<file path="config.mk">
export PLATFORM = sky130hd
export DESIGN_NAME = controlador_display
export DESIGN_NICKNAME = d
export VERILOG_FILES = /design/src/rtl/controlador_display_pkg.sv /design/src/rtl/decodificador.sv /design/src/rtl/controlador_display.sv
export SDC_FILE = /design/constraint.sdc
export NUM_CORES = 1
export LEC_CHECK = 0
export CELL_PAD_IN_SITES_DETAIL_PLACEMENT = 1
export CELL_PAD_IN_SITES_GLOBAL_PLACEMENT = 1
export CORE_MARGIN = 2
export CORE_UTILIZATION = 50
export DETAILED_ROUTE_END_ITERATION = 6
export PLACE_DENSITY_LB_ADDON = 0.1
export SLEW_MARGIN = 25
export SYNTH_ARGS = -nofsm -noshare
export SYNTH_HDL_FRONTEND = slang
export SYNTH_HIERARCHICAL = 1
export SYNTH_SLANG_ARGS = --single-unit
export TNS_END_PERCENT = 1
</file>
<file path="constraint.sdc">
create_clock -name clock -period 5.87 [get_ports clock]
set_input_delay 0.587 -clock clock [delete_from_list [all_inputs] [get_ports clock]]
set_output_delay 0.587 -clock clock [all_outputs]
set_load 0.02 [all_outputs]
</file>
<file path="src/rtl/controlador_display_pkg.sv">
// Shared types and constants for the multiplexed 4-digit display controller.
package controlador_display_pkg;

  typedef enum logic {
    BLANK = 1'b0,
    SHOW  = 1'b1
  } state_t;

  localparam int         NUM_DIGITS = 4;
  localparam logic [6:0] SEG_BLANK  = 7'b1111111;

  typedef struct packed {
    logic [2:0] value;
    logic       enable;
  } digit_t;

endpackage

</file>
<file path="src/rtl/decodificador.sv">
// 3-bit value to active-low 7-segment pattern, bit order {g,f,e,d,c,b,a}.
module decodificador (
  input  logic [2:0] value,
  output logic [6:0] seg
);

  always_comb begin
    seg = 7'b1111111;
    case (value)
      3'd0: seg = 7'b1000000;
      3'd1: seg = 7'b1111001;
      3'd2: seg = 7'b0100100;
      3'd3: seg = 7'b0110000;
      3'd4: seg = 7'b0011001;
      3'd5: seg = 7'b0010010;
      3'd6: seg = 7'b0000010;
      3'd7: seg = 7'b1111000;
      default: seg = 7'b1111111;
    endcase
  end

endmodule

</file>
<file path="src/rtl/controlador_display.sv">
// Time-multiplexed 4-digit display driver with double-buffered digit banks;
// the shadow bank is committed to the active bank only at frame start.
module controlador_display
  import controlador_display_pkg::*;
#(
  parameter int DIV       = 50000,
  parameter int BLANK_CYC = 500
) (
  input  logic       clock,
  input  logic       resetn,
  input  logic       wr_valid,
  output logic       wr_ready,
  input  logic [1:0] wr_addr,
  input  logic [2:0] wr_data,
  input  logic       wr_en,
  input  logic       atualiza,
  output logic [3:0] an,
  output logic [6:0] seg,
  output logic       inicio_quadro
);

  localparam int MAX_CYC = (DIV > BLANK_CYC) ? DIV : BLANK_CYC;
  localparam int CNT_W   = (MAX_CYC > 1) ? $clog2(MAX_CYC) : 1;
  localparam logic [CNT_W-1:0] SHOW_LAST  = CNT_W'(DIV - 1);
  localparam logic [CNT_W-1:0] BLANK_LAST = CNT_W'(BLANK_CYC - 1);

  state_t           state, state_nxt;
  logic [1:0]       d, d_nxt;
  logic [CNT_W-1:0] cnt, cnt_nxt;
  logic             frame_edge;

  digit_t shadow [NUM_DIGITS];
  digit_t active [NUM_DIGITS];
  logic   pending;
  logic [6:0] seg_dec;

  always_ff @(posedge clock or negedge resetn) begin
    if (!resetn) begin
      state <= BLANK;
      d     <= 2'd0;
      cnt   <= '0;
    end else begin
      state <= state_nxt;
      d     <= d_nxt;
      cnt   <= cnt_nxt;
    end
  end

  always_comb begin
    state_nxt  = state;
    d_nxt      = d;
    cnt_nxt    = cnt + 1'b1;
    frame_edge = 1'b0;
    case (state)
      BLANK: begin
        if (cnt == BLANK_LAST) begin
          state_nxt = SHOW;
          cnt_nxt   = '0;
        end
      end
      SHOW: begin
        if (cnt == SHOW_LAST) begin
          state_nxt  = BLANK;
          cnt_nxt    = '0;
          d_nxt      = d + 1'b1;
          frame_edge = (d == 2'd3);
        end
      end
      default: begin
        state_nxt = BLANK;
        cnt_nxt   = '0;
      end
    endcase
  end

  // A commit wins over a new atualiza on the frame edge; writes are blocked while pending.
  always_ff @(posedge clock or negedge resetn) begin
    if (!resetn) begin
      pending <= 1'b0;
      for (int i = 0; i < NUM_DIGITS; i++) begin
        shadow[i] <= '0;
        active[i] <= '0;
      end
    end else begin
      if (frame_edge && pending) begin
        pending <= 1'b0;
        for (int i = 0; i < NUM_DIGITS; i++) begin
          active[i] <= shadow[i];
        end
      end else if (atualiza && !pending) begin
        pending <= 1'b1;
      end
      if (wr_valid && wr_ready) begin
        shadow[wr_addr] <= '{value: wr_data, enable: wr_en};
      end
    end
  end

  decodificador u_decodificador (
    .value (active[d].value),
    .seg   (seg_dec)
  );

  assign wr_ready      = !pending;
  assign an            = (state == SHOW) ? ~(4'b0001 << d) : 4'b1111;
  assign seg           = ((state == SHOW) && active[d].enable) ? seg_dec : SEG_BLANK;
  assign inicio_quadro = resetn && (state == BLANK) && (d == 2'd0) && (cnt == '0);

endmodule
</file>
==> run metrics, run 1 <==
power consumption=605 uW; Die X=76.9 um; WHS=388 ps; Tmin final=3480 ps; H-tree levels=2; # setup viols final=0; startpoint types=flip-flop; FP Rows=26; FF+latch count, synth=52; Slew Limit Headroom=49.3%; clk_lat worst skew=310 ps; clock sinks=52; Initial Util=52.1%; vias in the first global route=1871; maximum clock rate=287 MHz; Setup Fix Bufs, Post-CTS=0; Area growth, synth to finish=13.5%; Yosys cell types=35; FF-to-FF End=active[1]$_DFFE_PN0P_; R2R setup slack=3500 ps; post_cts resized=0; most frequent cells in the layout=dfrtp_1 (52), mux2_2 (23), clkdlybuf4s50_1 (21), nor2_1 (17), inv_1 (12); largest net degree at the start of global routing=54; total global-route track usage=20.4%; dpl cell area=2910 um^2; design area=3020 um^2; slew at the pin closest to its max-slew limit=750 ps; worst path arrival time=2890 ps; sequential-to-total area share from yosys stat=48.9%; cell count after placement=304; die area=5920 um^2; worst r2r src=cnt[0]$_DFF_PN0_; most common cell after layout, fill and taps aside=dfrtp_1; Max Cap Viol=0; top cell type's share of synthesized area=48.9%; IO buf count=22; share of post-route cells with drive strength above 1=27.3%; Final #Nets=262; skew final=10.2 ps; final core occ=59.1%; Final Max Tran Viols=0; Via-to-Cell Ratio=5.47; synth warn=6; # IOs=23; synth top area cells=dfrtp_1 (49%), mux2_2 (9.7%), mux2_4 (6.2%), ha_1 (5.2%), mux4_2 (3.4%); Hold Buf Count CTS=0; Inserted Diodes=0; setup TNS=0 ps; final WL=5.50 mm; CP Data Required Time=5280 ps; Leak=1.37 nW; syn_nets=240; global-route wire length before repair=9.24 mm; CTS root buf=clkbuf_8; total CTS buffers=5; ANT nets after route=0; CTS tree=done; core area=5110 um^2; Pre-antenna DRT Iters=4; RePlAce Congestion=0.891; outcome=finished clean; Max FO, Critical Path=8; HP Class=input pin to async pin; Worst-path clk slew=100 ps; Gate Count Post-Synth=219; Starting DRT DRC Count=63; Crit. End Element=output pin; initial antenna violation count=0; fin worst setup slack=2390 ps; mapped cell area=2660 um^2; unrepaired setup endpoints after global routing=no; CP Class=flip-flop to output pin; cell taking the most area after synthesis=dfrtp_1; fin crit share=59.3%; power per cell area=200 nW/um^2; remaining global-route overflow=0; FF-to-FF path depth=5; non-filler cells, final=312; Die H=76.9 um; drt wl/cell=17.6 um; vias=1708; peak supply drop=0.000132 V; syn avg cell area=12.1 um^2; Placement Setup Slack=2710 ps; DP Wirelength=4.10 mm; Fin. Hold Viols=0; Clock Path Buffers=2; drc violations=0
==> area by class of cell <==
cell class	count	area, um^2
inverter	12	45.0
multi-input combinational	146	1260
fill	534	2090
timing repair buffer	24	230
tap	70	87.6
clock inverter	1	7.51
sequential	52	1300
clock buffer	7	86.3
==> critical path: stages, from the launching register on <==
cell	delay (ps)
dfrtp_1	600
mux4_2	620
inv_1	140
ha_1	240
and2_4	160
or2_2	280
clkdlybuf4s50_1	540
==> flip-flops by register name, indices dropped and copies added, names as in the netlist <==
register  cells
cnt          16
shadow       16
state         1
pending       1
active       16
d             2
==> how the worst max path moves through the flow <==
stage	depth (start not counted)	startpoint	end	slack [ps]
final	6	d[0]$_DFFE_PN0P_	seg[1]	2390
after global routing	6	d[0]$_DFFE_PN0P_	seg[1]	2250
after CTS	6	d[0]$_DFFE_PN0P_	seg[1]	2360
after detailed placement	6	d[0]$_DFFE_PN0P_	seg[1]	2710
after global placement	6	d[0]$_DFFE_PN0P_	seg[1]	2810
after floorplan	6	d[0]$_DFFE_PN0P_	seg[1]	3200
==> Yosys cell counts <==
library cell / n
and4_1: 1
clkbuf_2: 1
nand4_1: 9
nand2_1: 11
nor3_1: 1
and2b_2: 1
ha_1: 11
buf_12: 1
buf_2: 3
clkbuf_1: 2
nand3_1: 8
dfrtp_1: 52
or2_2: 9
or2_1: 1
or3_1: 2
nor4bb_1: 2
mux2_4: 11
or4_4: 3
or4_1: 1
nor4b_1: 1
inv_1: 12
or3_2: 1
o21ai_0: 3
o32ai_1: 1
mux2_2: 23
o31ai_1: 2
xor2_1: 8
buf_6: 2
a21oi_1: 3
o21a_1: 1
mux4_2: 4
nor4_1: 5
xnor2_1: 5
and2_4: 1
nor2_1: 17
==> layer usage <==
metal	part of all wire (%)	GRT usage, %	vias to the layer above
met5	0	0	-
met4	0.96	6.18	0
met3	1.9	3.88	4
met2	50	34.1	27
met1	47	27.0	861
li1	-	-	816
==> cell families after synthesis <==
family                     Yosys count  synth area share (%)
xor gates and xnor gates            13                  4.28
adders and majority gates           11                  5.17
DFF                                 52                  48.9
buffers and inverters               21                  4.33
and+or+nand+nor                     74                  15.7
AOI/OAI and AO/OA                   10                  2.30
muxes                               38                  19.3
==> where the power goes <==
group	switching [mW]	internal, mW	leakage, nW	total [mW]
Clock	0.116	0.0960	0.0445	0.212
Sequential	0.00426	0.366	0.697	0.370
Combinational	0.0115	0.0121	0.631	0.0237
Total	0.131	0.474	1.37	0.605
No activity file was read; power rests on OpenSTA's default activity.
==> run 2, diff against run 1 <==
CORE_UTILIZATION = 42   (was 50)
clock period = 3.2 ns   (was 5.87 ns; I/O delays follow)
==> run 2 against run 1 <==
Effect of this change: first-iteration DRC count grew 13%; highest routed layer unchanged; worst setup slack got worse by 2200 ps; power rose by 78%; critical endpoint unchanged; wire length increased by 3.7%; non-clock buffer count grew 3; critical path depth unchanged; clock-buffer cell count fell by 1.
==> run metrics, run 2 (same netlist as run 1, synthesis figures left out) <==
Pre-antenna DRT Iters=4; # setup viols final=0; vias=1733; most frequent cells in the layout=dfrtp_1 (51), mux2_2 (23), clkdlybuf4s50_1 (21), nor2_1 (17), inv_1 (12); CP Data Required Time=2880 ps; CTS tree=done; unrepaired setup endpoints after global routing=no; Leak=1.38 nW; FP Rows=28; RePlAce Congestion=0.767; Fin. Hold Viols=0; Tmin final=3060 ps; total CTS buffers=5; Crit. End Element=output pin; ANT nets after route=0; FF-to-FF path depth=5; clk_lat worst skew=300 ps; global-route wire length before repair=9.92 mm; Final Max Tran Viols=0; skew final=7.89 ps; Slew Limit Headroom=57.4%; Clock Path Buffers=2; IO buf count=22; worst path arrival time=2740 ps; clock sinks=52; # IOs=23; power consumption=1.08 mW; maximum clock rate=327 MHz; fin crit share=95.5%; outcome=finished clean; DP Wirelength=4.39 mm; final WL=5.70 mm; CP Launch Point=d[0]$_DFFE_PN0P_; Initial Util=44.1%; Worst-path clk slew=90 ps; startpoint types=flip-flop; Area growth, synth to finish=13.4%; slew at the pin closest to its max-slew limit=639 ps; power per cell area=358 nW/um^2; die area=6990 um^2; R2R setup slack=780 ps; worst r2r src=cnt[0]$_DFF_PN0_; setup TNS=0 ps; total global-route track usage=17.9%; CTS root buf=clkbuf_8; initial antenna violation count=0; Largest regs=active x16, cnt x16, shadow x16; CP Class=flip-flop to output pin; Max Cap Viol=0; core area=6030 um^2; vias in the first global route=1969; Via-to-Cell Ratio=5.43; most common cell after layout, fill and taps aside=dfrtp_1; Final #Nets=265; Inserted Diodes=0; Die X=83.6 um; CP Capture Point=seg[1]; drt wl/cell=17.9 um; HP Class=input pin to async pin; Max FO, Critical Path=8; remaining global-route overflow=0; drc violations=0; share of post-route cells with drive strength above 1=27.0%; H-tree levels=2; Die H=83.6 um; peak supply drop=0.000183 V; FF-to-FF End=active[14]$_DFFE_PN0P_; Starting DRT DRC Count=71; largest net degree at the start of global routing=53
[run 2: cell count changes in the layout (fill, tap and decap cells not counted)]
cell | before | now
nor4bb_2 | 2 | 0
buf_4 | 2 | 5
nor4b_1 | 0 | 1
nor4bb_1 | 0 | 2
clkinvlp_4 | 1 | 0
clkinv_2 | 0 | 1
clkbuf_8 | 6 | 5
dfrtp_2 | 0 | 1
nor4b_2 | 1 | 0
dfrtp_1 | 52 | 51
[run 2: through the flow]
stage	hold WS, ps	cell area, um^2	worst slack [ps]	instances	util, %
3_3_place_gp	481	2940	400	312	48.7
6_report	199	3020	143	319	50.0
5_1_grt	246	3020	28.4	319	50.0
4_1_cts	227	3020	114	319	50.0
2_1_floorplan	24.4	2660	801	219	-
3_5_place_dp	499	2940	335	312	48.7
[run 2: layout make-up]
cell class                      instances  area (um^2)
Sequential cell                        52         1300
Fill cell                             652         3010
Clock inverter                          1         5.00
Clock buffer                            6         72.6
Tap cell                               75         93.8
Timing Repair Buffer                   27          253
Multi-Input combinational cell        146         1240
Inverter                               12         45.0
[run 2: what timing repair did]
| action | in CTS | in global routing |
|---|---|---|
| setup endpoints to repair | 1 | 0 |
| buffers inserted | 0 | 0 |
| hold buffers | 0 | 0 |
| resized for setup | 1 | 0 |
[run 2: worst min-delay path by stage]
stage	start	slack [ps]	to	depth (start not counted)
detailed placement	shadow[11]$_DFFE_PN0P_	500	active[11]$_DFFE_PN0P_	1
finish	resetn	200	active[10]$_DFFE_PN0P_	2
CTS	resetn	230	active[10]$_DFFE_PN0P_	2
floorplan	resetn	20	active[0]$_DFFE_PN0P_	0
global placement	shadow[3]$_DFFE_PN0P_	480	active[3]$_DFFE_PN0P_	1
global route	resetn	250	shadow[9]$_DFFE_PN0P_	2
[run 2: power breakdown]
part	switching, mW	total (mW)	leakage, nW	internal (mW)
clock	0.207	0.357	0.0410	0.149
sequential	0.00774	0.679	0.695	0.671
combinational	0.0214	0.0431	0.646	0.0217
[run 2: worst max-delay path: stages (launching register included)]
cell,delay (ps)
dfrtp_2,490
mux4_2,580
inv_1,140
ha_1,240
and2_4,160
or2_2,290
clkdlybuf4s50_1,540
[run 2: routing by layer]
metal	track usage, %	up-vias	wire length (um)
met5	0	-	0
met4	5.28	0	55
met3	3.36	6	139
met2	29.7	22	2850
met1	23.8	895	2660
li1	-	810	-
